## src/rtl/pipe_ctrl_pkg.sv

```systemverilog
// Shared types and default sizing for the pipeline stall/flush controller.
package pipe_ctrl_pkg;

  typedef enum logic [1:0] {
    RUN        = 2'd0,
    MEM_WAIT   = 2'd1,
    REDIR_PEND = 2'd2
  } pc_state_t;

  localparam int DEF_NUM_REGS  = 4;
  localparam int DEF_HAZ_REG   = 1;
  localparam int DEF_FLUSH_CNT = 2;
  localparam int DEF_CNT_W     = 32;

  // Per-register control word at the default pipeline depth; the top module
  // declares the same layout sized by its own NUM_REGS.
  typedef struct packed {
    logic [DEF_NUM_REGS-1:0] ld;
    logic [DEF_NUM_REGS-1:0] flush;
  } pipe_ctrl_t;

endpackage

```

## src/rtl/pipe_ctrl_unit_sat_counter.sv

```systemverilog
// Saturating up-counter used for the stall and flush performance counters.
module sat_counter #(
  parameter int W = 32
) (
  input  logic         clk,
  input  logic         rst_n,
  input  logic         en,
  output logic [W-1:0] count
);

  function automatic logic [W-1:0] sat_inc(input logic [W-1:0] v);
    return (&v) ? v : v + W'(1);
  endfunction

  // Count enabled cycles, sticking at all-ones.
  always_ff @(posedge clk or negedge rst_n) begin
    if (!rst_n) count <= '0;
    else if (en) count <= sat_inc(count);
  end

endmodule

```

## src/rtl/pipe_ctrl_unit.sv

```systemverilog
// Central stall/flush controller: arbitrates cache stalls, load-use bubbles
// and EX redirects into PC load/select and per-register load/flush vectors.
module pipe_ctrl_unit
  import pipe_ctrl_pkg::*;
#(
  parameter int NUM_REGS  = DEF_NUM_REGS,
  parameter int HAZ_REG   = DEF_HAZ_REG,
  parameter int FLUSH_CNT = DEF_FLUSH_CNT,
  parameter int CNT_W     = DEF_CNT_W
) (
  input  logic                clk,
  input  logic                rst_n,
  input  logic                imem_stall,
  input  logic                dmem_stall,
  input  logic                load_use,
  input  logic                redirect,
  input  logic [31:0]         redirect_pc,
  output logic                pc_ld,
  output logic                pc_sel_redirect,
  output logic [31:0]         pc_target,
  output logic [NUM_REGS-1:0] reg_ld,
  output logic [NUM_REGS-1:0] reg_flush,
  output logic [CNT_W-1:0]    stall_cycles,
  output logic [CNT_W-1:0]    flush_events
);

  typedef struct packed {
    logic [NUM_REGS-1:0] ld;
    logic [NUM_REGS-1:0] flush;
  } ctrl_t;

  localparam logic [NUM_REGS-1:0] ALL_ONES   = '1;
  localparam logic [NUM_REGS-1:0] FLUSH_MASK = NUM_REGS'((1 << FLUSH_CNT) - 1);
  localparam logic [NUM_REGS-1:0] YOUNG_MASK = NUM_REGS'((1 << HAZ_REG) - 1);
  localparam logic [NUM_REGS-1:0] HAZ_BIT    = NUM_REGS'(1) << HAZ_REG;
  localparam logic [NUM_REGS-1:0] IFID_BIT   = NUM_REGS'(1);

  pc_state_t   state_q, state_d;
  logic [31:0] held_q, held_d;
  ctrl_t       ctrl;
  logic        flush_inc;

  // State and pending redirect target; reset drops any held target.
  always_ff @(posedge clk or negedge rst_n) begin
    if (!rst_n) begin
      state_q <= RUN;
      held_q  <= '0;
    end else begin
      state_q <= state_d;
      held_q  <= held_d;
    end
  end

  // Priority arbitration: dmem freeze, redirect under imem miss, pending
  // redirect, live redirect, imem bubble, load-use bubble, free run.
  always_comb begin
    state_d         = RUN;
    held_d          = held_q;
    ctrl.ld         = ALL_ONES;
    ctrl.flush      = '0;
    pc_ld           = 1'b0;
    pc_sel_redirect = 1'b0;
    pc_target       = redirect_pc;
    flush_inc       = 1'b0;
    if (!rst_n) begin
      ctrl.ld   = '0;
      pc_target = '0;
    end else if (dmem_stall) begin
      // Redirect and load_use re-present once memory releases the pipe.
      ctrl.ld = '0;
      state_d = (state_q == REDIR_PEND) ? REDIR_PEND : MEM_WAIT;
    end else if (redirect && imem_stall && state_q != REDIR_PEND) begin
      // The outstanding fetch cannot be aborted, so park the target.
      ctrl.flush = FLUSH_MASK;
      held_d     = redirect_pc;
      state_d    = REDIR_PEND;
      flush_inc  = 1'b1;
    end else if (state_q == REDIR_PEND) begin
      ctrl.flush = IFID_BIT;
      if (redirect) begin
        ctrl.flush = FLUSH_MASK;
        held_d     = redirect_pc;
        flush_inc  = 1'b1;
      end
      if (imem_stall) begin
        state_d = REDIR_PEND;
      end else begin
        // Fetched word is wrong path; steer PC to the newest target.
        pc_ld           = 1'b1;
        pc_sel_redirect = 1'b1;
        pc_target       = redirect ? redirect_pc : held_q;
      end
    end else if (redirect) begin
      pc_ld           = 1'b1;
      pc_sel_redirect = 1'b1;
      ctrl.flush      = FLUSH_MASK;
      flush_inc       = 1'b1;
    end else if (imem_stall) begin
      if (load_use) begin
        ctrl.ld    = ALL_ONES & ~YOUNG_MASK;
        ctrl.flush = HAZ_BIT;
      end else begin
        ctrl.flush = IFID_BIT;
      end
    end else if (load_use) begin
      ctrl.ld    = ALL_ONES & ~YOUNG_MASK;
      ctrl.flush = HAZ_BIT;
    end else begin
      pc_ld = 1'b1;
    end
  end

  assign reg_ld    = ctrl.ld;
  assign reg_flush = ctrl.flush;

  sat_counter #(.W(CNT_W)) u_stall_cnt (
    .clk   (clk),
    .rst_n (rst_n),
    .en    (!pc_ld),
    .count (stall_cycles)
  );

  sat_counter #(.W(CNT_W)) u_flush_cnt (
    .clk   (clk),
    .rst_n (rst_n),
    .en    (flush_inc),
    .count (flush_events)
  );

  // Parameter legality and PC/hold consistency.
  a_flush_cnt: assert property (@(posedge clk) FLUSH_CNT < NUM_REGS);
  a_haz_reg:   assert property (@(posedge clk) HAZ_REG < NUM_REGS);
  a_pc_hold:   assert property (@(posedge clk) disable iff (!rst_n)
                                pc_ld |-> (&reg_ld[HAZ_REG-1:0]));

endmodule

```

## config.mk

```make
export PLATFORM = sky130hd
export DESIGN_NAME = pipe_ctrl_unit
export DESIGN_NICKNAME = d
export VERILOG_FILES = /design/src/rtl/pipe_ctrl_pkg.sv /design/src/rtl/pipe_ctrl_unit_sat_counter.sv /design/src/rtl/pipe_ctrl_unit.sv
export SDC_FILE = /design/constraint.sdc
export NUM_CORES = 1
export LEC_CHECK = 0
export ABC_AREA = 0
export ABC_CLOCK_PERIOD_IN_PS = 2200
export BUFFER_PORTS_ARGS = -buffer_cell sky130_fd_sc_hd__buf_2
export CAP_MARGIN = 20
export CORE_UTILIZATION = 49
export CTS_BUF_LIST = sky130_fd_sc_hd__clkbuf_8
export DETAILED_ROUTE_END_ITERATION = 12
export PLACE_DENSITY_LB_ADDON = 0.2
export SLEW_MARGIN = 5
export SYNTH_ARGS = -nofsm -noshare
export SYNTH_HDL_FRONTEND = slang
export SYNTH_SLANG_ARGS = --single-unit
```

## constraint.sdc

```tcl
create_clock -name clk -period 2.2 [get_ports clk]
set_input_delay 0.66 -clock clk [delete_from_list [all_inputs] [get_ports clk]]
set_output_delay 0.66 -clock clk [all_outputs]
set_load 0.02 [all_outputs]
```

==> key figures, run 1 <==
Status
  – Status: finished with violations
  – Failing checks: setup timing

Synth
  – Dominant synthesized flop cell: dfrtp_1
  – Post-synth EDFFs: 0
  – Sequential area share after synthesis: 0.489
  – Number of library cell types mapped by synthesis: 43
  – Cell accounting for the most synthesized area: dfrtp_1
  – FF+latch count, synth: 98
  – Cell count after synthesis: 486
  – Post-Syn Area: 5010 µm²
  – Synth top cells by count: dfrtp_1, nand2_1, xnor2_1
  – Most frequent cell after synthesis: dfrtp_1
  – Synth top area cells: dfrtp_1, mux2_2, xnor2_1
  – Mean area per synthesized cell: 10.3 µm²
  – Area share of the largest cell type after synthesis: 0.489
  – Yosys warns: 0
  – Asr flop ratio synth: 1.00

Final layout
  – Share of post-route cells with drive strength above 1: 0.508
  – Fin cells: 799
  – Count of nets after finishing: 701
  – FILL cells: 678
  – P&R area growth vs syn: 44.5%
  – Antenna cells: 0
  – Finished Cell Area: 7250 µm²

Worst setup path
  – CP Cell Sequence: nand2b_4 -> or4_4 -> buf_12 -> buf_16 -> nand2_2 -> a21boi_1 -> buf_4
  – End of the critical path: pc_target[31]
  – Critical path peak fanout: 8
  – CP endpoint kind: primary output
  – Flop-to-flop setup slack: 220 ps
  – Crit-path slowest cell: or4_4
  – Critical setup path kind: register to primary output
  – Setup crit start kind: register
  – Worst EP required: 1540 ps
  – R2R depth: 6
  – Crit path launch: state_q[0]
  – Critical Path AT: 2040 ps
  – Worst r2r src: u_flush_cnt.count[0]
  – Crit-path max cell delay: 530 ps
  – Endpoint of the worst-slack reg-to-reg timing path: u_flush_cnt.count[1]

Power
  – Reg power frac: 0.481
  – PwrDens: 663 nW/µm²
  – Worst VDD drop: 0.530 mV
  – Cell internal pwr: 3.34 mW
  – Clock Power Share: 0.290
  – Switching pwr: 1.47 mW
  – Switching fraction of total power: 0.306
  – Combinational share of power: 0.229
  – Pleak: 3.39 nW

Detailed routing
  – Via count: 4344
  – Post-route ant nets: 0
  – DRC Markers: 0
  – DR iter-0 viols: 176
  – Wirelength per Cell: 17.3 µm
  – Via-to-Cell Ratio: 5.44
  – First drt pass iteration count: 4
  – Drt total wl: 13800 µm

Clock network
  – CTS H-tree lvls: 3
  – Worst-path clk slew: 100 ps
  – Max clock buf depth: 2
  – Clock root cell: clkbuf_8
  – Total clock buffers created by CTS: 9
  – CTS tree: done
  – Clock latency on the worst-skew pair: 360 ps
  – # hold bufs at CTS: 0
  – Clock sink count: 98

Job
  – Max cap viols: 0

Timing
  – Final worst slack: -500 ps
  – RSZ-0062 raised after global routing: yes
  – # setup viols final: 40
  – Final Hold Viols: 0
  – Final period util: 1.23
  – Layout Skew: 12.9 ps
  – Fin Hold WS: 116 ps
  – Slew @ Worst Pin: 604 ps
  – F_max: 0.370 GHz
  – Minimum clock period: 2700 ps
  – Slew HR: 0.597
  – Final slew viol count: 0

Floorplanning
  – Die Y: 103 µm
  – IO Count: 144
  – Die area: 10600 µm²
  – Initial Util: 0.508
  – Chip width: 103 µm
  – Core ar.: 9860 µm²
  – FP Rows: 36

Placement
  – GPL Wtd Cong: 0.837
  – DP HPWL: 8390 µm
  – DP Area: 6170 µm²
  – Count of buffers from port buffering: 141
  – Post-Place Cells: 765

Min path
  – Worst hold path type: primary input to async pin

GRT
  – First-pass GRT wire length: 20000 µm
  – Vias in the first global route: 4096
  – Largest net degree at the start of global routing: 48
  – Total gr overflow: 0
  – Initial antenna violation count: 0
  – Tot GR Track Use: 0.245
-- layer usage --
metal | GRT usage | wire length, µm | vias to the layer above | part of all wire
met5 | 0 | 0 | - | 0
met4 | 0.0672 | 213 | 0 | 0.015
met3 | 0.0556 | 773 | 18 | 0.056
met2 | 0.412 | 7100 | 144 | 0.51
met1 | 0.318 | 5750 | 2141 | 0.42
li1 | - | - | 2041 | -
-- state kept, by name (all words and copies together) (netlist names) --
register           flops
u_flush_cnt.count     32
u_stall_cnt.count     32
held_q                32
state_q                2
-- cell type report --
cell class / count / area (µm²) / share of cell area
multi-input cells: 356 / 2880 / 0.397
flip-flops and latches: 98 / 2450 / 0.338
repair buffers: 185 / 1460 / 0.201
well taps: 133 / 166 / 0.0230
inverters: 11 / 56.3 / 0.00777
clock buffers: 9 / 124 / 0.0171
clock inverters: 7 / 118 / 0.0162
-- critical path, delay by kind of cell, from the launching register on --
family	cells	cell delay [ps]
simple gates	3	750
buf+inv	3	470
flops	1	390
compound gates	1	70
-- repair_timing --
| item | 4_1_cts | 5_1_grt |
|---|---|---|
| setup buffers | 10 | 6 |
| resized for setup | 123 | 61 |
| pin swaps | 31 | 25 |
| gates cloned | 5 | 1 |
| endpoints found under the setup margin | 40 | 46 |
-- layout by cell type (no fill, tap or decap), types with 2 or more instances in the layout --
cell       synthesis  layout
nand3_1           26      26
nand2b_4           1       3
nand2_1           87      40
inv_1              9       8
conb_1             1       2
xor2_1            20      20
nor3_2             5       5
clkinv_2           0       2
buf_2              0      98
clkinv_4           0       3
nor3b_2            2       2
nor4_2             1       2
nand2_2            0      15
or4_4              1       2
nand4_1           29      29
nor4b_1            2       2
dfrtp_1           98      98
and2_1             3       3
a21boi_2           0      30
xnor2_1           42      42
buf_16             0       4
nand2_4            0      32
mux2_2            34      34
buf_6              2      42
clkbuf_8           0       9
nor3_1             4       4
nor4_1             4       2
ha_1               2       2
nor2_1            22      21
bufinv_16          0       3
and3_1            11      11
buf_12             0       4
buf_4              4      35
and4_1            10       9
-- logic make-up (layout without fill, tap and decap cells) --
kind of cell               after synthesis  after routing  synth area share
and+or+nand+nor                        213            213             0.221
muxes                                   34             34            0.0763
other                                    1              2          0.000748
buffers and inverters                   33            212            0.0312
adders and majority gates                2              2           0.00499
xor gates and xnor gates                62             62             0.108
DFF                                     98             98             0.489
AOI/OAI and AO/OA                       43             43            0.0681
-- power by group through the flow --
stage                     logic [mW]  clock network (mW)  registers, mW
after floorplan                0.483                   0           2.41
after global placement         0.935                   0           2.30
after detailed placement       0.964                   0           2.31
after CTS                       1.05                1.42           2.28
after global routing            1.19                1.49           2.35
final                           1.10                1.39           2.31
-- per-stage QoR --
| stage | TNS (ps) | total power, mW | setup WS, ps | utilization |
|---|---|---|---|---|
| 2_1_floorplan | -2690 | 2.89 | -89.6 | - |
| 3_3_place_gp | -10440 | 3.23 | -302 | 0.625 |
| 3_5_place_dp | -12620 | 3.28 | -370 | 0.625 |
| 4_1_cts | -12650 | 4.75 | -419 | 0.712 |
| 5_1_grt | -15850 | 5.02 | -554 | 0.735 |
| 6_report | -13570 | 4.81 | -500 | 0.735 |
-- worst min-delay path by stage --
stage                               start               endpoint  cells past startpoint
CTS                                 rst_n             state_q[1]                      1
global placement    u_stall_cnt.count[17]  u_stall_cnt.count[17]                      1
floorplan                           rst_n              held_q[0]                      0
finish                              rst_n             state_q[0]                      1
detailed placement                  rst_n             state_q[0]                      1
global route                        rst_n             state_q[0]                      1
(Power assumes the default switching activity.)
==> inputs of run 2 (changes only) <==
- CORE_UTILIZATION: 49 -> 45
==> key figures, run 2 (synthesis gave the netlist of run 1 again) <==
Status
  – Status: finished with violations (unchanged)
  – Failing checks: setup timing (unchanged)

GRT
  – Largest net degree at the start of global routing: 47 (was 48)
  – Vias in the first global route: 4024 (was 4096)
  – Tot GR Track Use: 0.209 (was 0.245)
  – First-pass GRT wire length: 19000 µm (was 20000 µm)
  – Initial antenna violation count: 0 (unchanged)
  – Total gr overflow: 0 (unchanged)

Worst setup path
  – CP endpoint kind: primary output (unchanged)
  – Critical setup path kind: primary input to primary output (was register to primary output)
  – Worst r2r src: state_q[1] (was u_flush_cnt.count[0])
  – Worst EP required: 1540 ps (about the same)
  – Critical Path AT: 1860 ps (was 2040 ps)
  – Critical path peak fanout: 32 (was 8)
  – Flop-to-flop setup slack: 30 ps (was 220 ps)
  – Endpoint of the worst-slack reg-to-reg timing path: u_stall_cnt.count[31] (was u_flush_cnt.count[1])
  – R2R depth: 11 (was 6)
  – Setup crit start kind: primary input (was register)

Detailed routing
  – DRC Markers: 0 (unchanged)
  – Via-to-Cell Ratio: 5.23 (was 5.44)
  – Drt total wl: 11700 µm (was 13800 µm)
  – Via count: 4167 (was 4344)
  – DR iter-0 viols: 276 (was 176)
  – Wirelength per Cell: 14.7 µm (was 17.3 µm)
  – First drt pass iteration count: 4 (unchanged)
  – Post-route ant nets: 0 (unchanged)

Timing
  – RSZ-0062 raised after global routing: yes (unchanged)
  – Final TNS setup: -10160 ps (was -13570 ps)
  – Slew @ Worst Pin: 506 ps (was 604 ps)
  – Final slew viol count: 0 (unchanged)
  – Final period util: 1.15 (was 1.23)
  – Layout Skew: 9.31 ps (was 12.9 ps)
  – F_max: 0.397 GHz (was 0.370 GHz)
  – Final worst slack: -321 ps (was -500 ps)
  – Final Hold Viols: 0 (unchanged)
  – Slew HR: 0.660 (was 0.597)
  – # setup viols final: 37 (was 40)
  – Fin Hold WS: 312 ps (was 116 ps)
  – Minimum clock period: 2520 ps (was 2700 ps)

Final layout
  – Largest registers: held_q (32), u_flush_cnt.count (32), u_stall_cnt.count (32) (unchanged)
  – Multi-input logic area: 2570 µm² (was 2880 µm²)
  – Commonest non-fill, non-tap cell in the layout: buf_2
  – FILL cells: 944 (was 678)
  – Antenna cells: 0 (unchanged)
  – FF+latch area: 2450 µm² (unchanged)
  – Share of post-route cells with drive strength above 1: 0.422 (was 0.508)
  – Finished Cell Area: 6550 µm² (was 7250 µm²)
  – Most frequent cells in the layout: buf_2, dfrtp_1, nand2_1 (was dfrtp_1, buf_2, xnor2_1, buf_6, nand2_1)
  – Layout Utilization: 0.604 (was 0.735)
  – Count of nets after finishing: 692 (was 701)
  – P&R area growth vs syn: 30.6% (was 44.5%)

Power
  – Worst VDD drop: 0.546 mV (was 0.530 mV)
  – PwrDens: 659 nW/µm² (was 663 nW/µm²)
  – Pleak: 3.15 nW (was 3.39 nW)

Clock network
  – Clock latency on the worst-skew pair: 360 ps (about the same)
  – # hold bufs at CTS: 0 (unchanged)
  – CTS tree: done (unchanged)
  – Clock root cell: clkbuf_8 (unchanged)
  – Max clock buf depth: 2 (unchanged)
  – Clock sink count: 98 (unchanged)
  – CTS H-tree lvls: 3 (unchanged)
  – Total clock buffers created by CTS: 9 (unchanged)
  – Worst-path clk slew: 90 ps (was 100 ps)

Placement
  – DP Area: 6210 µm² (was 6170 µm²)
  – Count of buffers from port buffering: 141 (unchanged)
  – DP HPWL: 8510 µm (was 8390 µm)
  – GPL Wtd Cong: 0.845 (was 0.837)

Job
  – Max cap viols: 0 (unchanged)

Min path
  – Worst hold path type: primary input to async pin (unchanged)

Floorplanning
  – Core ar.: 10800 µm² (was 9860 µm²)
  – Die Y: 108 µm (was 103 µm)
  – Chip width: 108 µm (was 103 µm)
  – Initial Util: 0.463 (was 0.508)
  – FP Rows: 38 (was 36)
  – Die area: 11600 µm² (was 10600 µm²)
  – IO Count: 144 (unchanged)
run 2: changes by cell type in the layout (fill, tap and decap cells not counted), moves of 3 or more:
cell | previous run | this run
nand2_1 | 40 | 86
buf_6 | 42 | 9
nand2_4 | 32 | 0
buf_2 | 98 | 115
nand2_2 | 15 | 1
buf_4 | 35 | 47
buf_16 | 4 | 0
bufinv_16 | 3 | 0
clkinv_4 | 3 | 0
run 2: per-stage QoR:
step	power [mW]	cells	setup WS, ps
4_1_cts	4.36	794	-328
2_1_floorplan	2.89	487	-89.6
3_3_place_gp	3.23	775	-321
3_5_place_dp	3.27	775	-351
5_1_grt	4.55	796	-383
6_report	4.32	796	-321
run 2: worst max path at each step:
stage                     from            end  slack (ps)  cells after the start
floorplan             redirect  pc_target[10]         -90                      5
global placement      redirect  pc_target[31]        -320                      7
detailed placement    redirect  pc_target[31]        -350                      7
CTS                 state_q[0]  pc_target[31]        -330                      6
global route        state_q[0]   pc_target[3]        -380                      6
finish                redirect  pc_target[28]        -320                      7
run 2: repair_timing:
action	in CTS	in global routing
setup buffers	4	3
pin swaps	1	2
endpoints found under the setup margin	36	36
resized for setup	22	19
run 2: worst max-delay path, cell delays in order:
cell	delay, ps
buf_2	120
buf_12	130
nor4_4	310
buf_12	220
nand2_1	90
a21boi_2	160
buf_4	160
run 2: cell type report:
| cell class | count | share of cell area |
|---|---|---|
| clock buffers | 11 | 0.0231 |
| multi-input cells | 356 | 0.393 |
| inverters | 11 | 0.00764 |
| repair buffers | 176 | 0.173 |
| flip-flops and latches | 98 | 0.375 |
| clock inverters | 4 | 0.00287 |
| well taps | 140 | 0.0268 |
run 2: power breakdown:
part | leakage (nW) | switching (mW) | internal [mW] | total [mW]
logic | 1.81 | 0.520 | 0.466 | 0.987
registers | 1.24 | 0.220 | 2.06 | 2.28
clock network | 0.0961 | 0.597 | 0.458 | 1.06
total | 3.15 | 1.34 | 2.98 | 4.32
run 2: metal layers:
metal	GRT usage	routed length (µm)	vias up
met5	0	0	-
met4	0.101	222	0
met3	0.0375	618	17
met2	0.333	5540	127
met1	0.276	5300	2012
li1	-	-	2011
==> inputs of run 3 (changes only) <==
- ABC_AREA: 0 -> 1
- BUFFER_PORTS_ARGS: -buffer_cell sky130_fd_sc_hd__buf_2 -> unset
- DONT_BUFFER_PORTS: unset -> 1
==> key figures, run 3 <==
Synth
  – Mean area per synthesized cell: 6.37 µm² (was 10.3 µm²)
  – FF+latch count, synth: 98 (unchanged)
  – Simple-gate share of the synthesized area: 0.410 (was 0.221)
  – Post-Syn Area: 6610 µm² (was 5010 µm²)
  – Synth top cells by count: nand2_1, nor2_1, dfrtp_1 (was dfrtp_1, nand2_1, xnor2_1)
  – Area share of the largest cell type after synthesis: 0.371 (was 0.489)
  – Asr flop ratio synth: 1.00 (unchanged)
  – Number of library cell types mapped by synthesis: 30 (was 43)
  – Most frequent cell after synthesis: nand2_1 (was dfrtp_1)
  – Dominant synthesized flop cell: dfrtp_1 (unchanged)
  – Cell accounting for the most synthesized area: dfrtp_1 (unchanged)
  – Post-synth EDFFs: 0 (unchanged)
  – Post-synthesis mux area share: 0 (was 0.0763)
  – Compound-Gate Fraction of Synth Area: 0.0830 (was 0.0681)
  – Synth Area in XOR/XNOR: 0.0358 (was 0.108)
  – Cell count after synthesis: 1038 (was 486)
  – Largest family of logic cells by synthesized area: simple AND/OR/NAND/NOR gates (unchanged)
  – Yosys warns: 0 (unchanged)
  – Sequential area share after synthesis: 0.371 (was 0.489)
  – Synth top area cells: dfrtp_1, nand2_1, nor2_1 (was dfrtp_1, mux2_2, xnor2_1)
  – Synth Area in Adders: 0.00378 (was 0.00499)

Placement
  – GPL Wtd Cong: 0.901 (was 0.845)
  – DP Area: 7150 µm² (was 6210 µm²)
  – Post-Place Cells: 1237 (was 775)
  – Count of buffers from port buffering: 0 (was 141)
  – DP HPWL: 12400 µm (was 8510 µm)

Min path
  – Worst hold path type: primary input to async pin (unchanged)

Timing
  – Final worst slack: -87.9 ps (was -321 ps)
  – Fin Hold WS: -42.1 ps (was 312 ps)
  – Final slew viol count: 0 (unchanged)
  – Final period util: 1.04 (was 1.15)
  – # setup viols final: 31 (was 37)
  – Final TNS setup: -1440 ps (was -10160 ps)
  – RSZ-0062 raised after global routing: yes (unchanged)
  – Final Hold Viols: 65 (was 0)
  – F_max: 0.437 GHz (was 0.397 GHz)
  – Minimum clock period: 2290 ps (was 2520 ps)
  – Layout Skew: 12.4 ps (was 9.31 ps)

GRT
  – Initial antenna violation count: 0 (unchanged)
  – Tot GR Track Use: 0.231 (was 0.209)
  – Vias in the first global route: 5733 (was 4024)
  – Largest net degree at the start of global routing: 134 (was 47)
  – First-pass GRT wire length: 27600 µm (was 19000 µm)
  – Total gr overflow: 0 (unchanged)

Detailed routing
  – Drt total wl: 17400 µm (was 11700 µm)
  – Via-to-Cell Ratio: 5.01 (was 5.23)
  – DRC Markers: 0 (unchanged)
  – Via count: 6303 (was 4167)
  – First drt pass iteration count: 5 (was 4)
  – Wirelength per Cell: 13.9 µm (was 14.7 µm)
  – DR iter-0 viols: 439 (was 276)
  – Post-route ant nets: 0 (unchanged)

Worst setup path
  – Critical path peak fanout: 26 (was 32)
  – Critical Path AT: 1630 ps (was 1860 ps)
  – Crit path launch: state_q[0] (was redirect)
  – Critical setup path kind: register to primary output (was primary input to primary output)
  – Worst r2r src: u_stall_cnt.count[18] (was state_q[1])
  – CP endpoint kind: primary output (unchanged)
  – R2R depth: 9 (was 11)
  – Worst EP required: 1540 ps (about the same)
  – Flop-to-flop setup slack: 360 ps (was 30 ps)
  – Setup crit start kind: register (was primary input)

Final layout
  – Layout Utilization: 0.544 (was 0.604)
  – FILL cells: 1395 (was 944)
  – Antenna cells: 0 (unchanged)
  – Finished Cell Area: 7670 µm² (was 6550 µm²)
  – Fin cells: 1257 (was 796)
  – Commonest non-fill, non-tap cell in the layout: nand2_1 (was buf_2)
  – Most frequent cells in the layout: nand2_1, nor2_1, dfrtp_1 (was buf_2, dfrtp_1, nand2_1)
  – P&R area growth vs syn: 16.0% (was 30.6%)
  – Share of post-route cells with drive strength above 1: 0.155 (was 0.422)
  – Largest registers: held_q (32), u_flush_cnt.count (32), u_stall_cnt.count (32) (unchanged)
  – Count of nets after finishing: 1112 (was 692)

Power
  – Pleak: 3.63 nW (was 3.15 nW)
  – PwrDens: 588 nW/µm² (was 659 nW/µm²)
  – Worst VDD drop: 0.274 mV (was 0.546 mV)

Clock network
  – Clock sink count: 98 (unchanged)
  – CTS H-tree lvls: 3 (unchanged)
  – Clock latency on the worst-skew pair: 390 ps (was 360 ps)
  – Worst-path clk slew: 100 ps (was 90 ps)
  – Max clock buf depth: 2 (unchanged)
  – Total clock buffers created by CTS: 9 (unchanged)
  – CTS tree: done (unchanged)
  – Clock root cell: clkbuf_8 (unchanged)

Floorplanning
  – Core ar.: 14100 µm² (was 10800 µm²)
  – Die area: 15200 µm² (was 11600 µm²)
  – FP Rows: 43 (was 38)
  – Chip width: 123 µm (was 108 µm)
  – Initial Util: 0.469 (was 0.463)
  – Die Y: 123 µm (was 108 µm)
  – IO Count: 144 (unchanged)

Status
  – Status: finished with violations (unchanged)
  – Failing checks: hold timing, setup timing (was setup timing)

Job
  – Max cap viols: 0 (unchanged)
-- run 3: final timing paths --
check | endpoint
max | pc_target[20]
min | u_flush_cnt.count[11]
max reg2reg | u_stall_cnt.count[2]
min reg2reg | held_q[7]
max in group asynchronous | held_q[17]
min in group clk | state_q[1]
-- run 3: repair_timing --
action | in CTS | in global routing
setup buffers | 1 | 0
resized for setup | 21 | 67
hold endpoints to repair | 98 | 98
setup endpoints to repair | 32 | 33
pin swaps | 25 | 14
cloned | 0 | 3
-- run 3: logic make-up after synthesis --
kind of cell | after synthesis
and+or+nand+nor | 662
buffers and inverters | 139
AOI/OAI and AO/OA | 109
DFF | 98
xor gates and xnor gates | 27
adders and majority gates | 2
other | 1
-- run 3: final cells by class --
cell class                 count  area, µm²  area share
multi-input combinational    802       3830       0.499
sequential                    98       2450       0.320
inverter                     102        395      0.0515
clock buffer                  10        138      0.0179
timing repair buffer          59        548      0.0715
clock inverter                 6       81.3      0.0106
tap                          180        225      0.0294
-- run 3: critical path, stage by stage (launching register included) --
cell     delay [ps]
dfrtp_1         360
inv_1            70
nand2_2          60
inv_2            90
nand3_4         130
buf_12          200
o21ai_1         220
nor2_2          120
-- run 3: through the flow --
| step | total power [mW] | setup WS (ps) |
|---|---|---|
| finish | 4.51 | -87.9 |
| global route | 4.76 | -160 |
| CTS | 4.52 | -59.7 |
| detailed placement | 3.17 | 33.3 |
| global placement | 3.16 | 49.4 |
| floorplan | 2.97 | -55.1 |
-- run 3: layer usage --
metal	part of all wire	track usage	wire (µm)
met2	0.46	0.361	7970
met4	0.017	0.0791	299
met1	0.46	0.314	7960
met5	0	0	0
met3	0.068	0.0530	1190
-- run 3: power by group --
group | leakage [nW] | internal, mW | switching [mW]
combinational | 2.22 | 0.337 | 0.586
clock | 0.113 | 0.664 | 0.661
sequential | 1.30 | 2.03 | 0.234
total | 3.63 | 3.03 | 1.48
